File: src/rtl/ex_stage_md.sv
// Execute stage: integer ALU, operand forwarding, branch/jump resolution and
// an M-extension unit. Iterative operations run in a small FSM that freezes
// the front of the pipe and inserts bubbles into the EX/MEM register.
// Handshake: stall_req asks upstream to hold PC, IF/ID and ID/EX stable. An
// ID/EX entry is consumed on a rising edge when in_valid=1, flush=0 and
// stall_req=0. A multi-cycle op is consumed when its result loads in DONE.
module ex_stage_md #(
  parameter int XLEN          = 32,
  parameter int MUL_ITERATIVE = 0,
  parameter int FWD_EN        = 1
) (
  input  logic            clk,
  input  logic            reset,
  input  logic            in_valid,
  input  logic            flush,
  input  logic [XLEN-1:0] id_pc,
  input  logic [4:0]      id_rs1,
  input  logic [4:0]      id_rs2,
  input  logic [XLEN-1:0] id_rs1_data,
  input  logic [XLEN-1:0] id_rs2_data,
  input  logic [XLEN-1:0] id_imm,
  input  logic [4:0]      id_rd,
  input  logic [3:0]      id_alu_op,
  input  logic            id_alu_src,
  input  logic            id_pc_src,
  input  logic            id_branch,
  input  logic            id_jal,
  input  logic            id_jalr,
  input  logic [2:0]      id_funct3,
  input  logic            id_md_en,
  input  logic            id_reg_write,
  input  logic            id_mem_read,
  input  logic            id_mem_write,
  input  logic            id_mem_to_reg,
  input  logic [4:0]      exm_rd,
  input  logic            exm_reg_write,
  input  logic [XLEN-1:0] exm_result,
  input  logic [4:0]      wb_rd,
  input  logic            wb_reg_write,
  input  logic [XLEN-1:0] wb_data,
  output logic            stall_req,
  output logic            take_branch,
  output logic [XLEN-1:0] branch_target,
  output logic            ex_valid,
  output logic [XLEN-1:0] ex_result,
  output logic [XLEN-1:0] ex_rs2_data,
  output logic [4:0]      ex_rd,
  output logic            ex_reg_write,
  output logic            ex_mem_read,
  output logic            ex_mem_write,
  output logic            ex_mem_to_reg,
  output logic [1:0]      fsm_state
);

  localparam int SHW = $clog2(XLEN);
  localparam int CW  = $clog2(XLEN + 1);

  typedef enum logic [1:0] {IDLE = 2'd0, BUSY = 2'd1, DONE = 2'd2} state_t;
  state_t state, state_nxt;

  logic [XLEN-1:0] fwd_rs1, fwd_rs2, op_a, op_b, alu_res, norm_res;
  logic [SHW-1:0]  shamt;
  logic            cond, br_active;

  // Forwarding: EX/MEM beats MEM/WB, x0 is never forwarded.
  always_comb begin
    fwd_rs1 = id_rs1_data;
    fwd_rs2 = id_rs2_data;
    if (FWD_EN != 0 && id_rs1 != 5'd0) begin
      if (exm_reg_write && exm_rd == id_rs1)     fwd_rs1 = exm_result;
      else if (wb_reg_write && wb_rd == id_rs1)  fwd_rs1 = wb_data;
    end
    if (FWD_EN != 0 && id_rs2 != 5'd0) begin
      if (exm_reg_write && exm_rd == id_rs2)     fwd_rs2 = exm_result;
      else if (wb_reg_write && wb_rd == id_rs2)  fwd_rs2 = wb_data;
    end
  end

  assign op_a  = id_pc_src ? id_pc : fwd_rs1;
  assign op_b  = id_alu_src ? id_imm : fwd_rs2;
  assign shamt = op_b[SHW-1:0];

  // Integer ALU.
  always_comb begin
    alu_res = '0;
    case (id_alu_op)
      4'd0:  alu_res = op_a + op_b;
      4'd1:  alu_res = op_a - op_b;
      4'd2:  alu_res = op_a << shamt;
      4'd3:  alu_res = {{(XLEN-1){1'b0}}, $signed(op_a) < $signed(op_b)};
      4'd4:  alu_res = {{(XLEN-1){1'b0}}, op_a < op_b};
      4'd5:  alu_res = op_a ^ op_b;
      4'd6:  alu_res = op_a >> shamt;
      4'd7:  alu_res = $unsigned($signed(op_a) >>> shamt);
      4'd8:  alu_res = op_a | op_b;
      4'd9:  alu_res = op_a & op_b;
      4'd10: alu_res = op_b;
      default: alu_res = '0;
    endcase
  end

  // Branch comparator, independent of the ALU operand muxes.
  always_comb begin
    cond = 1'b0;
    case (id_funct3)
      3'b000: cond = (fwd_rs1 == fwd_rs2);
      3'b001: cond = (fwd_rs1 != fwd_rs2);
      3'b100: cond = ($signed(fwd_rs1) < $signed(fwd_rs2));
      3'b101: cond = !($signed(fwd_rs1) < $signed(fwd_rs2));
      3'b110: cond = (fwd_rs1 < fwd_rs2);
      3'b111: cond = !(fwd_rs1 < fwd_rs2);
      default: cond = 1'b0;
    endcase
  end

  assign br_active     = !reset && in_valid && !flush && (state == IDLE);
  assign take_branch   = br_active && (id_jal || id_jalr || (id_branch && cond));
  assign branch_target = !take_branch ? '0 :
                         id_jalr ? ((fwd_rs1 + id_imm) & {{(XLEN-1){1'b1}}, 1'b0}) :
                         (id_pc + id_imm);

  // M-unit operand preparation: magnitudes plus sign-correction flags.
  logic            is_div, sgn_a, sgn_b, a_neg, b_neg, md_multi, div_special;
  logic [XLEN-1:0] mag_a, mag_b, special_res, mul_res_c;
  logic [2*XLEN-1:0] prod_c, prod_cs;
  always_comb begin
    is_div      = id_funct3[2];
    sgn_a       = is_div ? !id_funct3[0] : (id_funct3 == 3'b001 || id_funct3 == 3'b010);
    sgn_b       = is_div ? !id_funct3[0] : (id_funct3 == 3'b001);
    a_neg       = sgn_a && fwd_rs1[XLEN-1];
    b_neg       = sgn_b && fwd_rs2[XLEN-1];
    mag_a       = a_neg ? -fwd_rs1 : fwd_rs1;
    mag_b       = b_neg ? -fwd_rs2 : fwd_rs2;
    md_multi    = id_md_en && (is_div || MUL_ITERATIVE != 0);
    div_special = is_div && ((fwd_rs2 == '0) ||
                  (!id_funct3[0] && fwd_rs1 == {1'b1, {(XLEN-1){1'b0}}} && fwd_rs2 == '1));
    if (id_funct3[1]) special_res = (fwd_rs2 == '0) ? fwd_rs1 : '0;
    else              special_res = (fwd_rs2 == '0) ? '1 : fwd_rs1;
    prod_c    = {{XLEN{1'b0}}, mag_a} * {{XLEN{1'b0}}, mag_b};
    prod_cs   = (a_neg ^ b_neg) ? -prod_c : prod_c;
    mul_res_c = (id_funct3 == 3'b000) ? prod_cs[XLEN-1:0] : prod_cs[2*XLEN-1:XLEN];
  end

  logic accept;
  assign accept    = (state == IDLE) && in_valid && !flush && md_multi;
  assign fsm_state = state;

  // FSM state register.
  always_ff @(posedge clk or posedge reset) begin
    if (reset) state <= IDLE;
    else       state <= state_nxt;
  end

  logic [CW-1:0]   count;
  logic [XLEN-1:0] acc_hi, acc_lo, opnd_b, spec_res, cap_rs2;
  logic [2:0]      md_f3;
  logic            md_qneg, md_rneg, md_special;
  logic [4:0]      cap_rd;
  logic            cap_reg_write, cap_mem_read, cap_mem_write, cap_mem_to_reg;

  // Next state and stall request.
  always_comb begin
    state_nxt = state;
    stall_req = 1'b0;
    case (state)
      IDLE: if (accept) begin
        stall_req = 1'b1;
        state_nxt = div_special ? DONE : BUSY;
      end
      BUSY: begin
        stall_req = !flush;
        if (flush)                  state_nxt = IDLE;
        else if (count == CW'(1))   state_nxt = DONE;
      end
      DONE:    state_nxt = IDLE;
      default: state_nxt = IDLE;
    endcase
    if (reset) stall_req = 1'b0;
  end

  // One shift-add or restoring-divide step.
  logic [XLEN:0]   mul_sum, rsh;
  logic [XLEN-1:0] step_hi, step_lo, diff;
  logic            ge;
  always_comb begin
    mul_sum = {1'b0, acc_hi} + (acc_lo[0] ? {1'b0, opnd_b} : '0);
    rsh     = {acc_hi, acc_lo[XLEN-1]};
    ge      = (rsh >= {1'b0, opnd_b});
    diff    = rsh[XLEN-1:0] - opnd_b;
    if (md_f3[2]) begin
      step_hi = ge ? diff : rsh[XLEN-1:0];
      step_lo = {acc_lo[XLEN-2:0], ge};
    end else begin
      step_hi = mul_sum[XLEN:1];
      step_lo = {mul_sum[0], acc_lo[XLEN-1:1]};
    end
  end

  // Iterative unit registers: capture at accept, iterate while BUSY.
  always_ff @(posedge clk or posedge reset) begin
    if (reset) begin
      count <= '0; acc_hi <= '0; acc_lo <= '0; opnd_b <= '0; spec_res <= '0;
      cap_rs2 <= '0; md_f3 <= '0; md_qneg <= 1'b0; md_rneg <= 1'b0;
      md_special <= 1'b0; cap_rd <= '0; cap_reg_write <= 1'b0;
      cap_mem_read <= 1'b0; cap_mem_write <= 1'b0; cap_mem_to_reg <= 1'b0;
    end else if (accept) begin
      count <= CW'(XLEN);
      acc_hi <= '0;
      acc_lo <= is_div ? mag_a : mag_b;
      opnd_b <= is_div ? mag_b : mag_a;
      spec_res <= special_res;
      md_special <= div_special;
      md_f3 <= id_funct3;
      md_qneg <= a_neg ^ b_neg;
      md_rneg <= a_neg;
      cap_rs2 <= fwd_rs2;
      cap_rd <= id_rd;
      cap_reg_write <= id_reg_write;
      cap_mem_read <= id_mem_read;
      cap_mem_write <= id_mem_write;
      cap_mem_to_reg <= id_mem_to_reg;
    end else if (state == BUSY) begin
      count <= count - CW'(1);
      acc_hi <= step_hi;
      acc_lo <= step_lo;
    end
  end

  // Final sign correction and result selection for the iterative unit.
  logic [2*XLEN-1:0] prod_s;
  logic [XLEN-1:0]   quo, rem, md_res;
  always_comb begin
    prod_s = md_qneg ? -{acc_hi, acc_lo} : {acc_hi, acc_lo};
    quo    = md_qneg ? -acc_lo : acc_lo;
    rem    = md_rneg ? -acc_hi : acc_hi;
    if (md_special)          md_res = spec_res;
    else if (md_f3[2])       md_res = md_f3[1] ? rem : quo;
    else if (md_f3 == 3'b0)  md_res = prod_s[XLEN-1:0];
    else                     md_res = prod_s[2*XLEN-1:XLEN];
  end

  assign norm_res = (id_jal || id_jalr) ? (id_pc + XLEN'(4)) :
                    id_md_en ? mul_res_c : alu_res;

  // EX/MEM register: iterative result in DONE, bubbles on stall/flush/empty.
  always_ff @(posedge clk or posedge reset) begin
    if (reset) begin
      ex_valid <= 1'b0; ex_result <= '0; ex_rs2_data <= '0; ex_rd <= '0;
      ex_reg_write <= 1'b0; ex_mem_read <= 1'b0; ex_mem_write <= 1'b0;
      ex_mem_to_reg <= 1'b0;
    end else if (!flush && state == DONE) begin
      ex_valid <= 1'b1; ex_result <= md_res; ex_rs2_data <= cap_rs2;
      ex_rd <= cap_rd; ex_reg_write <= cap_reg_write;
      ex_mem_read <= cap_mem_read; ex_mem_write <= cap_mem_write;
      ex_mem_to_reg <= cap_mem_to_reg;
    end else if (flush || stall_req || !in_valid || state != IDLE) begin
      ex_valid <= 1'b0; ex_reg_write <= 1'b0; ex_mem_read <= 1'b0;
      ex_mem_write <= 1'b0; ex_mem_to_reg <= 1'b0;
    end else begin
      ex_valid <= 1'b1; ex_result <= norm_res; ex_rs2_data <= fwd_rs2;
      ex_rd <= id_rd; ex_reg_write <= id_reg_write;
      ex_mem_read <= id_mem_read; ex_mem_write <= id_mem_write;
      ex_mem_to_reg <= id_mem_to_reg;
    end
  end

endmodule
File: config.mk
export PLATFORM = sky130hd
export DESIGN_NAME = ex_stage_md
export DESIGN_NICKNAME = d
export VERILOG_FILES = /design/src/rtl/ex_stage_md.sv
export SDC_FILE = /design/constraint.sdc
export NUM_CORES = 2
export LEC_CHECK = 0
export CAP_MARGIN = 10
export CORE_MARGIN = 10
export CORE_UTILIZATION = 54
export DETAILED_ROUTE_END_ITERATION = 8
export PLACE_DENSITY = 0.76
export SETUP_SLACK_MARGIN = 0.4
export SYNTH_ARGS = -nofsm -noshare
export SYNTH_HDL_FRONTEND = slang
export SYNTH_SLANG_ARGS = --single-unit
File: constraint.sdc
create_clock -name clk -period 21.7 [get_ports clk]
set_input_delay 3.255 -clock clk [delete_from_list [all_inputs] [get_ports clk]]
set_output_delay 3.255 -clock clk [all_outputs]
set_load 0.01 [all_outputs]
==> summary.md <==
| Metric | Value |
|---|---|
| Setup TNS | 0 ns |
| Vias in the first global route | 74580 |
| Clk buf depth | 3 |
| Synthesized Nets | 10734 |
| CP most frequent cell | fa_1 |
| Hold violation count in the final report | 0 |
| DR WL/cell | 34.7 um |
| CP Max Fanout | 30 |
| H-tree depth | 1 |
| Top-area cell type share of the netlist area | 25.5% |
| Outcome | finished, violations left |
| Number of vias per cell | 7.11 |
| Worst-Margin Slew | 1.59 ns |
| Die X-Extent | 382 um |
| GP Congestion | 1.14 |
| Critical Path End | ex_result[26] |
| Worst path arrival time | 19.38 ns |
| IO buf count | 349 |
| Reg2reg start | acc_lo[0] |
| Layout Nets | 10805 |
| Setup crit start | id_rs1[3] |
| Vias | 77753 |
| TritonCTS buffer count | 31 |
| Rel. slew slack | -7.38% |
| Setup crit start kind | input pin |
| Hold WS | 0.483 ns |
| Final cell utilization of the core | 60.4% |
| Num ports | 350 |
| Die area | 0.146 mm2 |
| Initial antenna violation count | 42 |
| Critical setup path kind | input pin to flip-flop |
| Worst skew pair latency | 0.65 ns |
| Netlist Area Pre-Place | 0.0708 mm2 |
| First-pass GRT wire length | 534 mm |
| Slowest-stage cell, CP | o22ai_1 |
| Yosys reg bits | 257 |
| Post-synth top flop | dfrtp_1 |
| Most frequent cells after synthesis | inv_1, nand2_1, nor2_1, fa_1, ha_1 |
| Layout cells sized above 1 | 6.08% |
| Gate Count Post-Synth | 9066 |
| Resized cells post-CTS | 0 |
| Initial Util | 54.5% |
| Hold-fix buffers at CTS | 0 |
| Most common cell in the synthesized netlist | inv_1 |
| Yosys warns | 0 |
| Final Skew | 0.0283 ns |
| DP Wirelength | 296 mm |
| Antenna Nets Post-Route | 0 |
| Site row count | 132 |
| Postcts setup bufs | 0 |
| Initial DRC Count | 13858 |
| CP Capture Type | flip-flop |
| DRT Wirelength | 379 mm |
| Seq/Total Area, Yosys | 9.08% |
| FF-to-FF End | acc_hi[30] |
| Leading post-synthesis cells by cell area | fa_1, ha_1, dfrtp_1 |
| Violations in the final reports | DRC, capacitance limit, slew limit |
| Fin crit share | 86.7% |
| Largest net degree at the start of global routing | 83 |
| CTS tree | yes |
| Post-layout min period | 18.81 ns |
| Max Fclk | 53.2 MHz |
| Reg2reg path depth | 16 |
| Max Transition Viols Final | 3 |
| Yosys top cell by area | fa_1 |
| Synthesis-to-finish area growth | 10.7% |
| Placeable core area | 0.130 mm2 |
| Number of flops mapped to enable cells by yosys | 0 |
| Max_cap viols | 1 |
| Drt pass-1 iters | 9 |
| Hold WC Path Type | flip-flop to flip-flop |
| Mean Syn Cell Area | 7.81 um2 |
| # setup viols final | 0 |
| CTS clk-pin slew, worst paths | 0.07 ns |
| CTS Sinks | 257 |
| Reg2reg setup slack | 15.97 ns |
| Root Driver | clkbuf_16 |
| Netlist cell types | 104 |
| Crit path required time | 22.27 ns |
| RSZ-0062 raised after global routing | false |
| GRT Resource Usage Total | 49.8% |
| Max stage delay on crit path | 0.87 ns |
| Post-synth ARST share | 100% |
| Chip height | 382 um |
| Worst hold path depth | 2 |
| Remaining Overflow, GRT | 0 |
| Drt drc | 18 |
[layout by cell type (no fill, tap or decap), types with 115 or more instances in the layout]
cell type,Yosys,final
a21oi_1,479,478
nor2_1,1003,993
mux2i_1,165,165
nor3_1,117,115
dfrtp_1,257,256
inv_1,1120,1117
clkdlybuf4s50_1,0,347
buf_4,0,261
xor2_1,159,136
ha_1,526,526
xnor2_1,266,217
nand3_1,135,133
fa_1,902,902
nand2_1,1011,1009
o21ai_0,509,509
[kinds of logic (layout without fill, tap and decap cells)]
logic type | Yosys count | in the layout | share of synthesized area, %
AOI/OAI and AO/OA | 2226 | 2226 | 21.0
xor gates and xnor gates | 426 | 426 | 5.28
adders and majority gates | 1435 | 1435 | 34.9
buffers and inverters | 1700 | 1795 | 9.11
DFF | 257 | 257 | 9.08
muxes | 190 | 190 | 2.73
other | 0 | 31 | 0
and+or+nand+nor | 2832 | 2832 | 17.9
[worst min-delay path by stage]
| stage | start | end | slack (ns) |
|---|---|---|---|
| 2_1_floorplan | spec_res[27] | spec_res[27] | 0.44 |
| 3_3_place_gp | cap_mem_to_reg | cap_mem_to_reg | 0.46 |
| 3_5_place_dp | cap_rd[2] | cap_rd[2] | 0.47 |
| 4_1_cts | cap_rd[2] | cap_rd[2] | 0.48 |
| 5_1_grt | cap_reg_write | cap_reg_write | 0.50 |
| 6_report | cap_rd[2] | cap_rd[2] | 0.48 |
[layout make-up]
type	count	area (um2)
sequential	257	6430
timing repair buffer	611	5450
fill	11584	51400
tap	1742	2180
antenna	31	77.6
clock inverter	19	198
clock buffer	38	822
multi-input combinational	7109	59000
inverter	1127	4240
[metrics by stage]
| stage | instance area (um2) | worst slack [ns] | std cells |
|---|---|---|---|
| after floorplan | 70800 | 6.63 | 9066 |
| after global placement | 77300 | 2.98 | 10842 |
| after detailed placement | 77300 | 3.00 | 10843 |
| after CTS | 78300 | 3.63 | 10900 |
| after global routing | 78300 | 2.79 | 10906 |
| final | 78400 | 2.89 | 10934 |
[metal layers]
metal	wire length [um]	global-route usage, %
met3	67500	24.3
met2	147000	68.0
met1	132000	61.9
met4	32000	31.4
met5	893	2.18
[critical path, delay by kind of cell]
| kind | cells | cell delay [ns] |
|---|---|---|
| adder cells (fa/ha/maj) | 9 | 4.66 |
| AO/OA/AOI/OAI | 11 | 4.07 |
| AND/OR/NAND/NOR | 10 | 4.06 |
| buffers and inverters | 10 | 2.41 |
| XOR/XNOR | 3 | 0.86 |
Power is not shown: default switching activity piles up to over one toggle a cycle in this logic, so the estimate is an artifact.
